[config.mk]
export PLATFORM = sky130hd
export DESIGN_NAME = mem_port_arbiter
export DESIGN_NICKNAME = d
export VERILOG_FILES = /design/src/rtl/mem_port_arbiter.sv
export SDC_FILE = /design/constraint.sdc
export NUM_CORES = 1
export LEC_CHECK = 0
export CAP_MARGIN = 20
export CORE_UTILIZATION = 42
export DETAILED_ROUTE_END_ITERATION = 8
export PLACE_DENSITY = 0.87
export SKIP_LAST_GASP = 1
export SLEW_MARGIN = 20
export SYNTH_ARGS = -nofsm -noshare
export SYNTH_HDL_FRONTEND = slang
export SYNTH_SLANG_ARGS = --single-unit
[constraint.sdc]
create_clock -name clk_sys -period 6.3 [get_ports clk_sys]
set_clock_uncertainty 0.2 [all_clocks]
set_input_delay 1.575 -clock clk_sys [delete_from_list [all_inputs] [get_ports clk_sys]]
set_output_delay 1.575 -clock clk_sys [all_outputs]
set_load 0.1 [all_outputs]
[src/rtl/mem_port_arbiter.sv]
// Round-robin arbiter multiplexing NUM_CH byte-wide clients onto one SDRAM
// controller port, with download-exclusive mode and a ready-timeout watchdog.
module mem_port_arbiter #(
    parameter int NUM_CH = 4,
    parameter int AW     = 23,
    parameter int DW     = 8,
    parameter int DL_CH  = 0,
    parameter int TMO    = 15
) (
    input  logic                      clk_sys,
    input  logic                      reset_n,
    input  logic [NUM_CH-1:0]         req_rd,
    input  logic [NUM_CH-1:0]         req_wr,
    input  logic [NUM_CH*AW-1:0]      req_addr,
    input  logic [NUM_CH*DW-1:0]      req_din,
    output logic [NUM_CH-1:0]         req_ack,
    output logic [DW-1:0]             req_dout,
    input  logic                      dl_active,
    output logic [AW-1:0]             ram_addr,
    output logic [DW-1:0]             ram_din,
    output logic                      ram_we,
    output logic                      ram_rd,
    input  logic                      ram_ready,
    input  logic [DW-1:0]             ram_dout,
    output logic                      busy,
    output logic [$clog2(NUM_CH)-1:0] grant,
    output logic                      tmo_err
);

    localparam int GW = $clog2(NUM_CH);
    localparam int CW = $clog2(TMO + 1);

    typedef enum logic [2:0] {
        ST_IDLE    = 3'd0,
        ST_ISSUE   = 3'd1,
        ST_WAIT_LO = 3'd2,
        ST_WAIT_HI = 3'd3,
        ST_ACK     = 3'd4
    } state_t;

    state_t              r_state;
    state_t              w_next;
    logic [NUM_CH-1:0]   w_elig;
    logic                w_found;
    logic [GW-1:0]       w_pick;
    logic [GW-1:0]       w_idx;
    logic                w_tmo_hit;
    logic                w_capture;
    logic [NUM_CH-1:0]   w_onehot;

    logic [GW-1:0]       r_grant;
    logic [GW-1:0]       r_last;
    logic [AW-1:0]       r_addr;
    logic [DW-1:0]       r_din;
    logic                r_is_wr;
    logic                r_we;
    logic                r_rd;
    logic [CW-1:0]       r_cnt;
    logic [NUM_CH-1:0]   r_ack;
    logic [DW-1:0]       r_dout;
    logic                r_tmo;
    logic                r_busy;

    // During a download only the download channel may compete.
    for (genvar g = 0; g < NUM_CH; g++) begin : g_elig
        assign w_elig[g] = (req_rd[g] | req_wr[g]) & (~dl_active | (g == DL_CH));
    end

    // Round-robin search starting just after the last granted channel.
    always_comb begin
        w_found = 1'b0;
        w_pick  = '0;
        w_idx   = '0;
        for (int k = 1; k <= NUM_CH; k++) begin
            w_idx = GW'((int'(r_last) + k) % NUM_CH);
            if (!w_found && w_elig[w_idx]) begin
                w_found = 1'b1;
                w_pick  = w_idx;
            end else begin
                w_found = w_found;
            end
        end
    end

    // Next-state decode plus the capture/timeout qualifiers.
    always_comb begin
        w_next    = r_state;
        w_tmo_hit = 1'b0;
        w_capture = 1'b0;
        w_onehot  = '0;
        w_onehot[r_grant] = 1'b1;
        case (r_state)
            ST_IDLE: begin
                if (w_found && ram_ready) w_next = ST_ISSUE;
                else                      w_next = ST_IDLE;
            end
            ST_ISSUE: w_next = ST_WAIT_LO;
            ST_WAIT_LO: begin
                if (!ram_ready) begin
                    w_next = ST_WAIT_HI;
                end else if (r_cnt == CW'(TMO - 1)) begin
                    w_next    = ST_ACK;
                    w_tmo_hit = 1'b1;
                    w_capture = ~r_is_wr;
                end else begin
                    w_next = ST_WAIT_LO;
                end
            end
            ST_WAIT_HI: begin
                if (ram_ready) begin
                    w_next    = ST_ACK;
                    w_capture = ~r_is_wr;
                end else begin
                    w_next = ST_WAIT_HI;
                end
            end
            ST_ACK:  w_next = ST_IDLE;
            default: w_next = ST_IDLE;
        endcase
    end

    // State register.
    always_ff @(posedge clk_sys or negedge reset_n) begin
        if (!reset_n) r_state <= ST_IDLE;
        else          r_state <= w_next;
    end

    // Grant latch, strobes, watchdog counter and sticky status.
    always_ff @(posedge clk_sys or negedge reset_n) begin
        if (!reset_n) begin
            r_grant <= '0;
            r_last  <= GW'(NUM_CH - 1);
            r_addr  <= '0;
            r_din   <= '0;
            r_is_wr <= 1'b0;
            r_we    <= 1'b0;
            r_rd    <= 1'b0;
            r_cnt   <= '0;
            r_ack   <= '0;
            r_dout  <= '0;
            r_tmo   <= 1'b0;
            r_busy  <= 1'b0;
        end else begin
            r_we   <= 1'b0;
            r_rd   <= 1'b0;
            r_busy <= (w_next != ST_IDLE);
            r_ack  <= (w_next == ST_ACK) ? w_onehot : '0;
            if (r_state == ST_IDLE && w_next == ST_ISSUE) begin
                r_grant <= w_pick;
                r_last  <= w_pick;
                r_addr  <= req_addr[w_pick*AW +: AW];
                r_din   <= req_din[w_pick*DW +: DW];
                r_is_wr <= req_wr[w_pick];
                r_we    <= req_wr[w_pick];
                r_rd    <= ~req_wr[w_pick];
            end
            if (r_state == ST_ISSUE) r_cnt <= '0;
            else if (r_state == ST_WAIT_LO && ram_ready) r_cnt <= r_cnt + CW'(1);
            if (w_capture) r_dout <= ram_dout;
            if (w_tmo_hit) r_tmo <= 1'b1;
        end
    end

    assign req_ack  = r_ack;
    assign req_dout = r_dout;
    assign ram_addr = r_addr;
    assign ram_din  = r_din;
    assign ram_we   = r_we;
    assign ram_rd   = r_rd;
    assign busy     = r_busy;
    assign grant    = r_grant;
    assign tmo_err  = r_tmo;

endmodule

# Word level (Yosys, flattened, before mapping)
# Cells that the tools add are included.
# op_classes
n_addsub	5
multipliers	1
order_cmp	7
eq_ne	6
shifts	2
mux	37
bitwise	10
reduce_logical	13
# op_table
cell	count
$shiftx 92x8->23	1
$shiftx 32x6->8	1
$mux 1	19
$lt 2x3->1 const B	6
$mux 4	3
$pmux 3 s4	1
$bmux 1 s2	5
$mux 3	3
$mux 2	4
$logic_and 1x1->1	7
$mul 2x5->7 const B	1
$eq 3x1->1 const B	2
$eq 3x2->1 const B	2
$add 2x1->2 const B	2
$add 2x2->2 const B	2
$add 4x1->4 const B	1
$eq 4x4->1 const B	1
$or 1x1->1	4
$and 1x1->1	3
$eq 3x3->1 const B	1
$logic_not 1->1	3
$logic_not 3->1	1
$not 1->1	3
$reduce_bool 3->1	1
4 further kinds	4
# word_totals
ff_bits	59
in_bits	144
word_cells	94

# Logic depth before layout (Yosys ltp)
# logic_depth
depth_word	20
depth_mapped	8
mapped_depth_nobuf	8

# Worst setup path after synthesis
# OpenSTA, ideal clock, no wires.
# synth_path
path_type	in2reg
from	input ram_ready
to	register r_addr[0] (netlist: ram_addr[0])
t_arrival_ns	3.130
slack_ns	2.885
path_stages	8
n_path_buf	4
cell_sequence	buf_4 > or3b_1 > a311o_1 > buf_6 > or2_1 > buf_6 > buf_6 > o221ai_2
# synth_via
elab_chain_cells	5
elab_cells_between_ends	7
# synth_rtl
item	line_no	source
start: declaration	23	input logic ram_ready,
$logic_and 1x1->1	94	if (w_found && ram_ready) w_next = ST_ISSUE;
$mux 1	94	
$pmux 3 s4 *	92	case (r_state)
$eq 3x1->1 *	148	if (r_state == ST_IDLE && w_next == ST_ISSUE) begin
$logic_and 1x1->1 *	148	
end signal: assignment	151	r_addr <= req_addr[w_pick*AW +: AW];
end: declaration	53	logic [AW-1:0] r_addr;
# Every way passes the cells marked *; elsewhere a longest branch is shown, timed or not.
# A chain may end at the register's enable or synchronous reset.

# Final worst setup path
# layout_path
from	input ram_ready
to	register r_din[2] (netlist: ram_din[2])
# layout_via
elab_chain_cells	5
elab_cells_between_ends	7
# layout_rtl
item	line_no	source
$logic_and 1x1->1	94	
$mux 1	94	
$pmux 3 s4 *	92	
$eq 3x1->1 *	148	
$logic_and 1x1->1 *	148	
end signal: assignment	152	r_din <= req_din[w_pick*DW +: DW];
end: declaration	54	logic [DW-1:0] r_din;
# Marks and branches as above.

==> qor.csv <==
stage;metric;value;unit
floorplan;Die Span X;91.9;um
cells_and_area;area of the multi-input gates;0.00177;mm2
timing;unrepaired setup endpoints after global routing;no;
timing;setup violators final;0;
floorplan;Die Ht;91.9;um
critical_path;CP max-delay cell;nand2b_2;
clocking;CTS Hold Bufs;0;
clocking;Resize count post-CTS;0;
critical_path;Startpoint Class;input port;
drt;Via Count;3178;
global_route;pin count of the biggest net entering global routing;60;
synth;Synth Flop Type;dfrtp_1;
synth;Synth Register Bits;59;
synth;Seq/Total Area, Yosys;43.6;%
floorplan;Initial Util;43.7;%
synth;Yosys warning count;0;
place;gpl congestion;0.904;
cells_and_area;Fill cells;571;
global_route;total grt overflow;0;
power_and_ir_drop;VDD IR-drop max;0.540;mV
place;dpl cells;576;
cells_and_area;Final Util;71.3;%
timing;Rel. slew slack;30.6;%
floorplan;Top Ports;193;
drt;Initial DRC Count;145;
cells_and_area;ant diodes;0;
cells_and_area;layout cell share with drive strength beyond 1;12.7;%
place;Area after DPL;0.00535;mm2
critical_path;Max stage delay on crit path;0.79;ns
synth;largest cells by area after synthesis;dfrtp_1 (42%), mux2i_1 (18%), o221ai_2 (12%);
drt;Antenna Nets Post-Route;0;
floorplan;die area;0.00845;mm2
timing;Period Utilization, post-route;71.7;%
critical_path;Buffers & Inverters on Critical Path;1;
cells_and_area;Reg area;0.00148;mm2
clocking;post-CTS setup buffer count;0;
min_path;Worst Hold End;tmo_err;
drt;detailed-router iteration count before antenna repair;4;
power_and_ir_drop;Cell Pwr Density;527;mW/mm2
min_path;Worst Hold Class;register to register;
cells_and_area;Layout area overhead;63.1;%
critical_path;Setup CP Type;input port to register;
status;status;complete, no violations;
clocking;Clock Latency Late Sink;0.31;ns
synth;synth cell count leaders;mux2i_1 (62), dfrtp_1 (57), nand2_1 (47), o221ai_2 (28), o21ai_0 (12);
cells_and_area;final net count;631;
synth;Synth Cell Area;0.00339;mm2
synth;Mean Syn Cell Area;11.3;um2
clocking;Bufs on Longest Clock Path;2;
timing;Fmax;0.222;GHz
floorplan;core area;0.00777;mm2
timing;actual slew at the worst max-slew pin;1.04;ns
cells_and_area;post-route cell area;0.00554;mm2
clocking;CTS H-Tree Depth;3;
synth;Synth Instances;301;
job;Max-Cap Viols;0;
global_route;initial antenna violation count;0;
place;Port Buffers;192;
critical_path;setup slack, reg-to-reg;3.12;ns
clocking;TritonCTS clock tree;yes;
critical_path;critical-path cell list;clkdlybuf4s50_1, or3b_1, a311o_2, nand2b_2, o221ai_2;
global_route;global-route wire length before repair;15600;um
floorplan;num rows;32;
global_route;GRT Total Usage;23.3;%
critical_path;Crit path max-delay family;simple AND/OR/NAND/NOR gates;
synth;EDFF count, synth;0;
timing;Setup TNS;0;ns
critical_path;Critical Path AT;4.53;ns
critical_path;R2R cell count;4;
drt;drt drc;0;
global_route;vias in the first global route;3186;
critical_path;Max FO, Critical Path;45;
min_path;Hold Startpoint;tmo_err;
synth;top-count cell post-synth;mux2i_1;
synth;Async SR Flop Fraction;100;%
critical_path;Reg2Reg Launch Point;r_state[0];
clocking;Clock transition at path regs;0.07;ns
synth;Cell variety after synth;41;
place;placed wire-length estimate;7430;um
power_and_ir_drop;total power;2.92;mW
drt;DR WL/cell;16.5;um
critical_path;Worst Setup End Kind;register;
synth;Synth top area share;42.0;%
synth;Mapped Nets;447;
clocking;clk sinks;59;
clocking;total CTS buffers;9;
timing;Final Max Slew Viols;0;
critical_path;R2R Path End;ram_din[2];
timing;final hold vios;0;
min_path;hold depth;2;
clocking;clock root cell;clkbuf_8;
power_and_ir_drop;Static Leak;2.28;nW
synth;cell taking the most area after synthesis;dfrtp_1;
cells_and_area;fin cells;591;
timing;Min Clock Period, post-route;4.51;ns
critical_path;Critical Path RT;6.32;ns
drt;DRT Wirelength;9730;um
drt;vias per cell;5.38;
## metrics by stage
stage / worst slack (ns) / hold slack [ns]
detailed placement: 1.45 / 0.261
global route: 1.61 / 0.309
CTS: 1.78 / 0.278
global placement: 1.53 / 0.253
finish: 1.79 / 0.274
floorplan: 2.88 / 0.258
## registers in the layout, indices dropped and copies added, names as in the netlist, 2 cells and up
register,flops
r_last,2
ram_addr,23
r_state,3
r_cnt,4
ram_din,8
req_dout,8
req_ack,4
grant,2
## worst max-delay path by stage
stage,slack [ns],cells after the start,startpoint,endpoint
final,1.79,5,ram_ready,ram_din[2]
after global placement,1.53,5,ram_ready,ram_din[0]
after floorplan,2.88,8,ram_ready,ram_addr[0]
after global routing,1.61,6,req_wr[2],ram_addr[21]
after detailed placement,1.45,5,ram_ready,ram_din[2]
after CTS,1.78,5,ram_ready,ram_din[2]
## cell families (layout without fill, tap and decap cells)
logic type	count (synthesis)	in the layout	synth area share, %
buffers and inverters	27	215	4.72
AOI/OAI and AO/OA	69	69	20.3
DFF	59	59	43.6
adders and majority gates	2	2	0.737
and+or+nand+nor	74	74	9.70
muxes	70	70	20.9
## area by class of cell
type                       instances  area share (%)
multi-input combinational        215            32.0
tap                              102            2.31
timing repair buffer             195            35.3
inverter                           5           0.339
clock inverter                     3           0.723
clock buffer                      12            2.62
sequential                        59            26.7
## report_power, final
part	switching, mW	internal (mW)
Combinational	1.37	0.554
Sequential	0.118	0.542
Clock	0.142	0.191
Total	1.63	1.29
## per-layer routing
| metal | track usage [%] | routed length [um] | up-vias |
|---|---|---|---|
| met5 | 0 | 0 | - |
| met4 | 8.33 | 184 | 0 |
| met3 | 6.47 | 860 | 16 |
| met2 | 39.9 | 4810 | 168 |
| met1 | 28.1 | 3870 | 1500 |
| li1 | - | - | 1494 |
## worst register-to-register path, delay by kind of cell (launching register included)
family | cells | cell delay [ns]
and+or+nand+nor | 2 | 1.24
AOI/OAI and AO/OA | 2 | 1.12
DFF | 1 | 0.52
## cells in the final DEF (no fill, tap or decap), drive strengths merged, types with 2 or more instances in the layout
master	instances
dfrtp	57
mux2i	62
a31oi	4
inv	5
o21ai	12
a22oi	2
o21bai	2
clkbuf	12
o221ai	31
nor2	9
nand2b	3
or3b	2
o31ai	2
or2	2
ha	2
clkinv	2
buf	4
nand2	47
mux2	8
dfstp	2
a21oi	7
nor3	4
clkdlybuf4s50	191
a211o	2
Power figures use the tool's default switching activity.
